$ cat config.mk
export PLATFORM = sky130hd
export DESIGN_NAME = omsp_spm_key_writer
export DESIGN_NICKNAME = d
export VERILOG_FILES = /design/src/rtl/omsp_spm_key_writer.sv
export SDC_FILE = /design/constraint.sdc
export NUM_CORES = 1
export LEC_CHECK = 0
export ABC_CLOCK_PERIOD_IN_PS = 2650
export CORE_ASPECT_RATIO = 0.6
export CORE_UTILIZATION = 53
export DETAILED_ROUTE_END_ITERATION = 6
export PLACE_DENSITY = 0.91
export SLEW_MARGIN = 25
export SYNTH_ARGS = -nofsm -noshare
export SYNTH_HDL_FRONTEND = slang
export SYNTH_SLANG_ARGS = --single-unit
export TNS_END_PERCENT = 5
$ cat constraint.sdc
create_clock -name mclk -period 2.65 [get_ports mclk]
set_input_delay 0.265 -clock mclk [delete_from_list [all_inputs] [get_ports mclk]]
set_output_delay 0.265 -clock mclk [all_outputs]
set_load 0.05 [all_outputs]
$ cat src/rtl/omsp_spm_key_writer.sv
// omsp_spm_key_writer: packs the key-derivation byte stream into 16-bit words and writes them
// into the SPM key storage in index order, first byte of each word in the high half.
// A violation (abort) during a load discards the partially packed word and sets a sticky error.
module omsp_spm_key_writer #(
  parameter int SECURITY     = 64,
  parameter int KEY_IDX_SIZE = 2
) (
  input  logic                    mclk,
  input  logic                    puc_rst,
  input  logic                    start,
  input  logic                    abort,
  input  logic [7:0]              byte_in,
  input  logic                    byte_valid,
  output logic                    byte_ready,
  output logic                    write_key,
  output logic [15:0]             key_in,
  output logic [KEY_IDX_SIZE-1:0] key_idx,
  output logic                    busy,
  output logic                    done,
  output logic                    error
);

  localparam int NB_WORDS = SECURITY / 16;
  localparam logic [KEY_IDX_SIZE-1:0] LAST_IDX = KEY_IDX_SIZE'(NB_WORDS - 1);

  typedef enum logic [2:0] {
    S_IDLE  = 3'd0,
    S_HI    = 3'd1,
    S_LO    = 3'd2,
    S_WRITE = 3'd3,
    S_DONE  = 3'd4
  } state_t;

  state_t                  r_state;
  state_t                  w_state_nxt;
  logic [KEY_IDX_SIZE-1:0] r_word_cnt;
  logic [7:0]              r_word_hi;
  logic [7:0]              r_word_lo;
  logic [15:0]             r_key_hold;
  logic [KEY_IDX_SIZE-1:0] r_idx_hold;
  logic                    r_error;

  logic w_xfer;
  logic w_start_ok;
  logic w_last;

  assign w_xfer     = byte_ready & byte_valid;
  assign w_start_ok = (r_state == S_IDLE) & start & ~abort;
  assign w_last     = (r_word_cnt == LAST_IDX);

  // State register; an asynchronous reset drops any load in flight without side effects.
  always_ff @(posedge mclk or posedge puc_rst) begin
    if (puc_rst) begin
      r_state <= S_IDLE;
    end else begin
      r_state <= w_state_nxt;
    end
  end

  // Next-state and strobe decode; abort outranks every transfer, write and done.
  always_comb begin
    w_state_nxt = r_state;
    byte_ready  = 1'b0;
    write_key   = 1'b0;
    done        = 1'b0;
    case (r_state)
      S_IDLE: begin
        if (start && !abort) w_state_nxt = S_HI;
      end
      S_HI: begin
        if (abort) begin
          w_state_nxt = S_IDLE;
        end else begin
          byte_ready = 1'b1;
          if (byte_valid) w_state_nxt = S_LO;
        end
      end
      S_LO: begin
        if (abort) begin
          w_state_nxt = S_IDLE;
        end else begin
          byte_ready = 1'b1;
          if (byte_valid) w_state_nxt = S_WRITE;
        end
      end
      S_WRITE: begin
        if (abort) begin
          w_state_nxt = S_IDLE;
        end else begin
          write_key   = 1'b1;
          w_state_nxt = w_last ? S_DONE : S_HI;
        end
      end
      S_DONE: begin
        w_state_nxt = S_IDLE;
        if (!abort) done = 1'b1;
      end
      default: w_state_nxt = S_IDLE;
    endcase
  end

  // Byte packing, word counter, held output word and sticky error flag.
  always_ff @(posedge mclk or posedge puc_rst) begin
    if (puc_rst) begin
      r_word_cnt <= '0;
      r_word_hi  <= 8'h00;
      r_word_lo  <= 8'h00;
      r_key_hold <= 16'h0000;
      r_idx_hold <= '0;
      r_error    <= 1'b0;
    end else begin
      if (w_start_ok) begin
        r_word_cnt <= '0;
        r_error    <= 1'b0;
      end
      if (abort && (r_state != S_IDLE)) r_error <= 1'b1;
      if ((r_state == S_HI) && w_xfer) r_word_hi <= byte_in;
      if ((r_state == S_LO) && w_xfer) r_word_lo <= byte_in;
      if (write_key) begin
        r_key_hold <= {r_word_hi, r_word_lo};
        r_idx_hold <= r_word_cnt;
        // The counter stops on the last index so it never wraps within a load.
        if (!w_last) r_word_cnt <= r_word_cnt + 1'b1;
      end
    end
  end

  assign key_in  = write_key ? {r_word_hi, r_word_lo} : r_key_hold;
  assign key_idx = write_key ? r_word_cnt : r_idx_hold;
  assign busy    = (r_state != S_IDLE);
  assign error   = r_error;

endmodule

# [Word level (Yosys, flattened, before mapping)]
# Index checks and enable logic that the tools add are counted.
[word_totals] ff_bits=40 inputBits=13 output_inout_bits=23 elab_cells=49
[classes] add_sub_neg=1 n_eq_ne=8 mux=19 bitwise_logic=4 reduce_logical=10
[ops] op="3-bit two-way mux" count=7
[ops] op="16-bit two-way mux" count=1
[ops] op="3-bit case mux with 4 select lines" count=1
[ops] op="2-bit two-way mux" count=4
[ops] op="3-bit by 2-bit equality test with 1-bit output, second input constant" count=2
[ops] op="1-bit two-way mux" count=6
[ops] op="3-bit != test, second input constant" count=2
[ops] op="1-bit logical AND" count=4
[ops] op="1-bit bitwise AND" count=3
[ops] op="3-bit by 1-bit equality test with 1-bit output, second input constant" count=1
[ops] op="3-bit equality test, second input constant" count=1
[ops] op="3-bit logical NOT" count=1
[ops] op="3-bit AND reduction" count=1
[ops] op="3-bit nonzero test" count=1
[ops] op="2-bit by 1-bit adder with 2-bit output, second input constant" count=1
[ops] op="2-bit equality test, second input constant" count=1
[ops] op="2-bit by 1-bit != test with 1-bit output, second input constant" count=1
[ops] op="2-bit nonzero test" count=1
[ops] op="2-bit OR reduction" count=1
[ops] op="1-bit logical NOT" count=1
[ops] op="1-bit NOT" count=1

# [Depth between registers and ports, before layout]
[depth] depth_word=6 ltp_mapped=4 depth_no_buf=3

# [Worst setup path before layout]
# Ideal clock, no wire load.
[synth_path] path_type="reg2out" startpoint="reg r_state[0]" endpoint="out done" arrival_time_ps=2178 required_ps=2385 setup_slack_ps=207 path_stages_with_launch=3 n_path_buf=1 path_cell_list="dfrtp_1 -> buf_4 -> nor4b_1"
[synth_via] elab_chain_len=2
[synth_rtl] item="from (decl)" line_no="34" text="state_t r_state;"
[synth_rtl] item="from (signal assigned)" line_no="56" text="r_state <= w_state_nxt;"
[synth_rtl] item="3-bit equality test" line_no="66" text="case (r_state)"
[synth_rtl] item="1-bit two-way mux" line_no="66"
[synth_rtl] item="to (decl)" line_no="19" text="output logic done,"
# Every way passes these cells.

# [Worst setup path after layout]
[layout_path] startpoint="reg r_state[1]" endpoint="out key_in[11]"
[layout_via] elab_chain_len=3
[layout_rtl] item="3-bit by 2-bit equality test with 1-bit output" line_no="66"
[layout_rtl] item="1-bit two-way mux" line_no="66"
[layout_rtl] item="16-bit two-way mux"
[layout_rtl] item="to (decl)" line_no="16" text="output logic [15:0] key_in,"
# Every way passes these cells.

==> summary.md <==
| Metric | Value |
|---|---|
| Synth Area in Simple Gates | `7.00%` |
| Synth top area cells | `dfrtp_1 60%, mux2_2 26%, nor4_4 2.6%` |
| Post-Syn Area | `1660 sq um` |
| Starting DRT DRC Count | `between 80 and 90` |
| Clock Skew | `~8.1 ps` |
| Sequential share of the synthesized area | `about three fifths` |
| Minimum hold slack | `395 ps` |
| Setup TNS Final | `0 ps` |
| Critical path class | `reg -> out` |
| VDD IR-drop max | `roughly 0.61 mV` |
| WL final | `between 3000 and 4000 microns` |
| Fmax | `around 0.42 GHz` |
| # nets final | `between 150 and 200` |
| Final hold violations | `0` |
| Area share of xor/xnor cells in the synthesized design | `less than 1%` |
| Leading area contributor after synthesis | `dfrtp_1` |
| Antenna-violating nets left | `0` |
| Most frequent cells in the layout | `40 x dfrtp_1, 38 x mux2_2, 22 x buf_4, 15 x clkdlybuf4s50_1, 5 x clkbuf_8` |
| Yosys cell types | `22` |
| Critical path cell sequence | `and4bb_2, buf_4, mux2_2, buf_4` |
| Rows | `15` |
| Top cell type's share of synthesized area | `approximately three fifths` |
| P_leak | `around 1.0 nW` |
| CTS clk-pin slew, worst paths | `approximately 80 ps` |
| H-Tree Depth | `2` |
| Most common cell after layout, fill and taps aside | `dfrtp_1` |
| Wire per inst | `~17 microns` |
| DP Wirelength | `~2300 microns` |
| Critical-path cell with the highest stage delay | `dfrtp_1` |
| Ports | `36` |
| Crit-path leading delay family | `flip-flops` |
| Hold_buf cts | `0` |
| WP buf/inv | `2` |
| Final setup fails | `0` |
| Area grow syn2layout | `29.9%` |
| Yosys reg bits | `40` |
| Most used cell along the critical path | `buf_4` |
| Routability cong. | `just under 0.8` |
| Power density cells | `993 nW/um^2` |
| Post-Synth Adder-Cell Area | `less than 1%` |
| IO Port Bufs | `35` |
| Main combinational cell family by area after synthesis | `multiplexers` |
| Least-Margin Pin Slew | `roughly 670 ps` |
| Sequential standard cell area | `between 1000 and 1500 sq um` |
| Outcome | `finished, final reports clean` |
| Longest Clk Path Bufs | `2` |
| Slew margin rel. | `55.1%` |
| Sink Count | `40` |
| Core box area | `between 2000 and 3000 sq um` |
| First-pass GRT wire length | `5020 microns` |
| Mux cell area share after synthesis | `25.7%` |
| Area of the multi-input gates | `approximately 610 sq um` |
| Ratio of final minimum period to clock period | `89.0%` |
| DIE AREA | `3370 sq um` |
| Initial antenna violation count | `0` |
| CTS tree | `yes` |
| Vias per cell | `5.30` |
| Fill cells | `between 200 and 250` |
| Initial core utilization | `a little under three fifths` |
| First-pass DRT Iterations | `4` |
| Share of cells above drive strength 1 | `about half` |
| Minimum clock period | `between 2000 and 2500 ps` |
| Die H | `45.4 microns` |
| CP Launch Type | `register` |
| Largest net degree at the start of global routing | `41` |
| All-Layer GR Usage | `21.7%` |
| Skew-Pair Late Insertion Delay | `290 ps` |
| DRC | `0` |
| Final Core Density | `between 70% and 80%` |
| GRT overflow | `0` |
| Post-Syn Instances | `107` |
| CP peak stage delay | `just over 600 ps` |
| RSZ-0062 raised after global routing | `false` |
| Yosys warnings | `0` |
| TritonCTS Buffers | `5` |
| Setup crit end kind | `output pin` |
| CP arrival | `about 2100 ps` |
| Vias in the first global route | `~1,000` |
| Compound-Gate Fraction of Synth Area | `~2.4%` |
| Via count | `about 1,000` |
| Required @ worst endpoint | `approximately 2400 ps` |
| Synth async-reset ratio | `100%` |
| Root Buffer | `clkbuf_8` |
| Number of gates resized after cts | `0` |
| Diodes inserted | `0` |
| Hold Path Class | `in -> async` |
| Max cap viols | `0` |
| Most used DFF post-synth | `dfrtp_1` |
| Post-synth EDFFs | `0` |
| Slew Viols, Final | `0` |
| Syn nets | `121` |
| Post-CTS Setup Inserts | `0` |
| Crit-path max FO | `21` |
| Avg Cell Area, Syn | `about 16 sq um` |
| Width of the chip | `around 74 microns` |
-- per-stage QoR --
step | power [W] | cell area [sq um] | instances | setup WS (ps)
CTS | 0.00216 | 2160 | 189 | 291
detailed placement | 0.00148 | 2000 | 181 | 361
floorplan | 0.00128 | 1660 | 107 | 207
global placement | 0.00144 | 2000 | 181 | 426
global route | 0.00223 | 2160 | 189 | 207
finish | 0.00215 | 2160 | 189 | 291
-- routing by layer --
layer  track usage [%]  share of wire (%)  wire length, microns  vias to the layer above
met1              26.5                 43                  1410                      502
li1                  -                  -                     -                      456
met4              9.81                1.4                    45                        0
met3              7.08                6.2                   201                        6
met5                 0                  0                     0                        -
met2              35.8                 49                  1590                       38
-- power by group --
group / switching, W / leakage [nW] / internal, W
sequential: 0.0000714 / 0.521 / 0.000760
clock: 0.000211 / 0.0784 / 0.000471
combinational: 0.000394 / 0.412 / 0.000239
-- area by class of cell --
type	count	area share [%]
inverters	2	0.347
clock buffers	5	3.18
flip-flops and latches	40	46.3
well taps	42	2.43
repair buffers	38	15.5
multi-input cells	59	28.0
clock inverters	3	4.17
-- state kept, by name, indices dropped and copies added (netlist names) --
name and cells:
r_word_hi 8, r_state 3, r_word_cnt 2, r_key_hold 16, r_idx_hold 2, error 1, r_word_lo 8
-- worst reg2reg max path: stages, from the launching register on --
cell and delay (ps):
dfrtp_1 610, and4bb_2 300, buf_4 290, and2b_1 230, mux2_2 350
-- kinds of logic (layout without fill, tap and decap cells) --
kind of cell,after synthesis,in the layout
buffers and inverters,8,48
XOR/XNOR,1,1
AO/OA/AOI/OAI,6,6
flip-flops,40,40
adder cells (fa/ha/maj),1,1
AND/OR/NAND/NOR,13,13
multiplexers,38,38
-- path summary, 6_finish.rpt --
path / endpoint / startpoint / depth (start not counted) / slack, ps
setup / recovery: key_in[11] / r_state[1]$_DFFE_PP0P_ / 4 / 290
hold / removal: r_state[2]$_DFFE_PP0P_ / puc_rst / 3 / 400
setup reg to reg: r_word_cnt[1]$_DFF_PP0_ / r_state[1]$_DFFE_PP0P_ / 4 / 750
hold reg to reg: r_key_hold[14]$_DFF_PP0_ / r_key_hold[14]$_DFF_PP0_ / 1 / 500
max in group asynchronous: error$_DFFE_PP0P_ / puc_rst / 3 / 1910
min in group mclk: r_key_hold[14]$_DFF_PP0_ / r_key_hold[14]$_DFF_PP0_ / 1 / 500
-- cell usage after synthesis, drive strengths merged, types with 2 or more instances --
cell type	number
dfrtp	40
buf	6
nand2	2
mux2	38
nor4	3
nor3	2
inv	2
a21oi	3
(Power assumes the default switching activity.)
